<file path="src/rtl/seq_mult.sv">
// Sequential shift-add multiplier: one multiplier bit per cycle, LSB first,
// signed mode handled as magnitude multiply plus a final conditional negate.
module seq_mult #(
  parameter int WIDTH = 8
) (
  input  logic                 clk,
  input  logic                 rst_n,
  input  logic                 start,
  input  logic                 is_signed,
  input  logic [WIDTH-1:0]     opA,
  input  logic [WIDTH-1:0]     opB,
  output logic                 busy,
  output logic                 done,
  output logic [2*WIDTH-1:0]   result,
  output logic [1:0]           state_dbg
);

  // Handshake: start is accepted only at a rising edge while busy=0; done is a
  // one-cycle pulse with result valid from then until the next done pulse.
  localparam int PW = 2 * WIDTH;
  localparam int CW = $clog2(WIDTH) + 1;
  localparam logic [CW-1:0] LAST_CNT = CW'(WIDTH - 1);

  typedef enum logic [1:0] {
    IDLE = 2'd0,
    CALC = 2'd1,
    DONE = 2'd2
  } state_t;

  state_t          state_q, state_d;
  logic [PW-1:0]   mcand_q, mcand_d;
  logic [WIDTH-1:0] mplier_q, mplier_d;
  logic            neg_q, neg_d;
  logic [PW-1:0]   acc_q, acc_d;
  logic [PW-1:0]   result_q, result_d;
  logic [CW-1:0]   cnt_q, cnt_d;

  logic [WIDTH-1:0] mag_a, mag_b;
  logic [PW-1:0]    sum;

  // -2^(WIDTH-1) negates to itself, which read as unsigned is the right magnitude
  assign mag_a = (is_signed && opA[WIDTH-1]) ? ((~opA) + WIDTH'(1)) : opA;
  assign mag_b = (is_signed && opB[WIDTH-1]) ? ((~opB) + WIDTH'(1)) : opB;
  assign sum   = acc_q + (mplier_q[0] ? mcand_q : '0);

  always_comb begin
    state_d  = state_q;
    mcand_d  = mcand_q;
    mplier_d = mplier_q;
    neg_d    = neg_q;
    acc_d    = acc_q;
    cnt_d    = cnt_q;
    result_d = result_q;
    case (state_q)
      IDLE: begin
        if (start) begin
          mcand_d  = {{WIDTH{1'b0}}, mag_a};
          mplier_d = mag_b;
          neg_d    = is_signed & (opA[WIDTH-1] ^ opB[WIDTH-1]);
          acc_d    = '0;
          cnt_d    = '0;
          state_d  = CALC;
        end
      end
      CALC: begin
        acc_d    = sum;
        mcand_d  = mcand_q << 1;
        mplier_d = mplier_q >> 1;
        cnt_d    = cnt_q + CW'(1);
        if (cnt_q == LAST_CNT) begin
          result_d = neg_q ? ((~sum) + PW'(1)) : sum;
          state_d  = DONE;
        end
      end
      DONE: begin
        state_d = IDLE;
      end
      default: begin
        state_d = IDLE;
      end
    endcase
  end

  always_ff @(posedge clk or negedge rst_n) begin
    if (!rst_n) begin
      state_q  <= IDLE;
      mcand_q  <= '0;
      mplier_q <= '0;
      neg_q    <= 1'b0;
      acc_q    <= '0;
      cnt_q    <= '0;
      result_q <= '0;
    end else begin
      state_q  <= state_d;
      mcand_q  <= mcand_d;
      mplier_q <= mplier_d;
      neg_q    <= neg_d;
      acc_q    <= acc_d;
      cnt_q    <= cnt_d;
      result_q <= result_d;
    end
  end

  assign busy      = (state_q != IDLE);
  assign done      = (state_q == DONE);
  assign result    = result_q;
  assign state_dbg = state_q;

endmodule

</file>
<file path="config.mk">
export PLATFORM = sky130hd
export DESIGN_NAME = seq_mult
export DESIGN_NICKNAME = d
export VERILOG_FILES = /design/src/rtl/seq_mult.sv
export SDC_FILE = /design/constraint.sdc
export NUM_CORES = 1
export LEC_CHECK = 0
export CAP_MARGIN = 30
export CORE_MARGIN = 2
export CORE_UTILIZATION = 57
export DETAILED_ROUTE_END_ITERATION = 8
export HOLD_SLACK_MARGIN = 0.12
export PLACE_DENSITY_LB_ADDON = 0.12
export SYNTH_ARGS = -nofsm -noshare
export SYNTH_HDL_FRONTEND = slang
export SYNTH_SLANG_ARGS = --single-unit
</file>
<file path="constraint.sdc">
create_clock -name clk -period 4.3 [get_ports clk]
set_clock_uncertainty 0.2 [all_clocks]
set_input_delay 1.075 -clock clk [delete_from_list [all_inputs] [get_ports clk]]
set_output_delay 1.075 -clock clk [all_outputs]
set_load 0.005 [all_outputs]
</file>
==> flow_summary.ini <==
[synth]
ys_seq_elements = 63
synth_nets = 477
synth-edff-count = 0
seq_area_frac_synth_pct = 40.7
avgSynthCellArea_um2 = 8.87
synth_cell_types = 52
syn_area_um2 = 3870
ys_warn_count = 0
synthCells = 437
yosys_most_used_dff = dfrtp_1
async_flop_share_pct = 100

[power]
p_leak_nw = 2.05
p_comb_share_pct = 52.4
power_w = 0.00345
switchingPower_w = 0.00145
p_per_area_nw_per_um2 = 758
swShare_pct = 42.0
internal-power_w = 0.00200
power_frac_clock_pct = 17.0
p_seq_share_pct = 30.5
ir_worst_vdd_mv = 0.382

[final_layout]
seqCellArea_um2 = 1580
synthToLayoutAreaGrowth_pct = 17.5
nets = 512
final_layout_size_suffix_gt1_share_pct = 7.55
final_cells = 557
fill_cells = 560
multiInputGateArea_um2 = 2130
num_antenna_cells = 0
mostFrequentLayoutCell = nand2_1
final_cell_mix = nand2_1, dfrtp_1, o21ai_0, clkdlybuf4s50_1, xnor2_1
final_area_um2 = 4550

[hold_path]
hold_path_class = reg -> reg

[global_routing]
antenna_found_initial = 0
grt_pass1_vias = 3053
grt_pass1_wl_um = 13800
grt_max_degree = 37
track_usage_pct = 23.3
grt.overflow.total = 0

[worst_setup_path]
critPathMaxFanout = 17
crit_path_start_kind = flop
crit_required_ns = 4.29
cp_slowest_cell = dfrtp_1
path_buf_inv = 0
cp-end-kind = flop
cp_cell_sequence = and2_1, ha_1, fa_1, a21o_2, a21oi_2, xnor2_1, or3_4, or4_1, nor4_1, a41oi_1, xor2_1, o21ai_1
cp_slowest_stage_delay_ns = 0.53
critical-path-top-delay-family = simple AND/OR/NAND/NOR gates
critical_path_class = reg -> reg
crit_arrival_ns = 4.02

[timing]
finalHoldViolCount = 0
worstMarginPinSlew_ns = 0.913
drv_slew = 0
setup_viol = 0
holdWs_ns = 0.280
final.setup.tns_ns = 0
rsz0062_at_grt = false
timing.final.crit_share_pct = 93.8
slew_headroom_pct = 39.0
fmax_mhz = 248
finalCriticalPeriod_ns = 4.03

[floorplan]
io-pin-count = 40
initial_core_util_pct = 58.0
rows = 30
dieArea_um2 = 7470
die_y_um = 86.5
core_um2 = 6680
die_width_um = 86.5

[detailed_routing]
first_pass_iters = 4
route.detailed.drc = 0
totalWireLength_um = 8060
vias_per_cell = 5.73
wl_per_cell_um = 14.5
drt_iter0_drc = 253
ant_nets = 0
dr_total_vias = 3189

[clock_tree]
postCtsSetupBuffers = 0
cts_buffers = 9
cts_resized = 0
hold_buffers = 0
cts-root-buf = clkbuf_8
clk_latency_ns = 0.34
clkTransAtPathRegs_ns = 0.07
ctsLongestPathBuffers = 2
cts.sinks = 63
cts_tree = built
htreeDepth = 3

[placement]
dpl-instance-area_um2 = 4320
detailed_place_hpwl_um = 5940
gp_congestion = 0.824
place_inst = 541
place.port_buffers = 39

[run_status]
status = completed

[run]
max_cap_viol_count = 0
sequential cells by signal (all words and copies together), names as in the netlist:
register / cells
neg_q: 1
acc_q: 16
result: 16
mplier_q: 8
state_dbg: 2
cnt_q: 4
mcand_q: 16
synth_stat cells (3+ instances only):
library cell,number,share of area (%)
nand3_1,21,2.7
and2_1,16,2.6
mux2i_1,4,1.0
xnor2_1,23,5.2
nand2b_1,3,0.48
clkbuf_1,15,1.5
a22oi_1,13,2.5
nor3_1,8,1.0
inv_1,14,1.4
a31oi_1,3,0.48
dfrtp_1,63,41
ha_1,19,6.1
xor2_1,15,3.4
a22o_1,3,0.68
a21oi_1,17,2.2
nand2_1,68,6.6
o31ai_1,4,0.77
buf_6,3,0.87
nor2_1,21,2.0
a21o_1,5,0.97
o21ai_0,59,7.6
path summary, 6_finish.rpt:
path,from,end,slack (ns),cells after the start
max,mplier_q[0]$_DFFE_PN0P_,result[15]$_DFFE_PN0P_,0.27,12
min,result[5]$_DFFE_PN0P_,result[5]$_DFFE_PN0P_,0.28,2
max reg2reg,mplier_q[0]$_DFFE_PN0P_,result[15]$_DFFE_PN0P_,0.27,12
min reg2reg,result[5]$_DFFE_PN0P_,result[5]$_DFFE_PN0P_,0.28,2
max in group asynchronous,rst_n,acc_q[10]$_DFFE_PN0P_,2.95,2
min in group asynchronous,rst_n,result[0]$_DFFE_PN0P_,0.44,1
final cells by class:
class                           count  area share, %
Multi-Input combinational cell    339           46.8
Sequential cell                    63           34.6
Timing Repair Buffer               45           10.2
Clock buffer                       10           3.02
Tap cell                           80           2.20
Clock inverter                      6           2.03
Inverter                           14           1.15
power by group through the flow:
| stage | logic [W] | registers, W | clock network [W] |
|---|---|---|---|
| finish | 0.00181 | 0.00105 | 0.000588 |
| global route | 0.00206 | 0.00109 | 0.000623 |
| CTS | 0.00181 | 0.00106 | 0.000598 |
| detailed placement | 0.00181 | 0.00106 | 0 |
| global placement | 0.00173 | 0.00105 | 0 |
| floorplan | 0.00135 | 0.00100 | 0 |
worst min-delay path, delay by kind of cell (launching register included):
| kind | cells | cell delay (ns) |
|---|---|---|
| AND/OR/NAND/NOR | 1 | 0.05 |
| flip-flops | 1 | 0.34 |
| AO/OA/AOI/OAI | 1 | 0.06 |
cells by family (layout without fill, tap and decap cells):
family          after synthesis  in the layout  synth area share [%]
compound gates              126            126                  20.1
xor+xnor                     38             38                  8.59
fa+ha+maj                    20             20                  6.65
buf+inv                      35             75                  4.42
flops                        63             63                  40.7
mux                           5              5                  1.32
simple gates                150            150                  18.2
layer usage:
layer | vias to the layer above | track usage (%) | wire [um]
li1 | 1606 | - | -
met3 | 10 | 3.43 | 426
met5 | - | 0 | 0
met4 | 0 | 9.38 | 115
met2 | 85 | 39.3 | 3860
met1 | 1488 | 30.3 | 3650
stage by stage:
step	worst slack [ns]	utilization, %
4_1_cts	0.254	68.1
3_5_place_dp	0.294	64.7
3_3_place_gp	0.395	64.0
2_1_floorplan	0.512	-
6_report	0.267	68.1
5_1_grt	0.0133	68.1
Power figures use the tool's default switching activity.
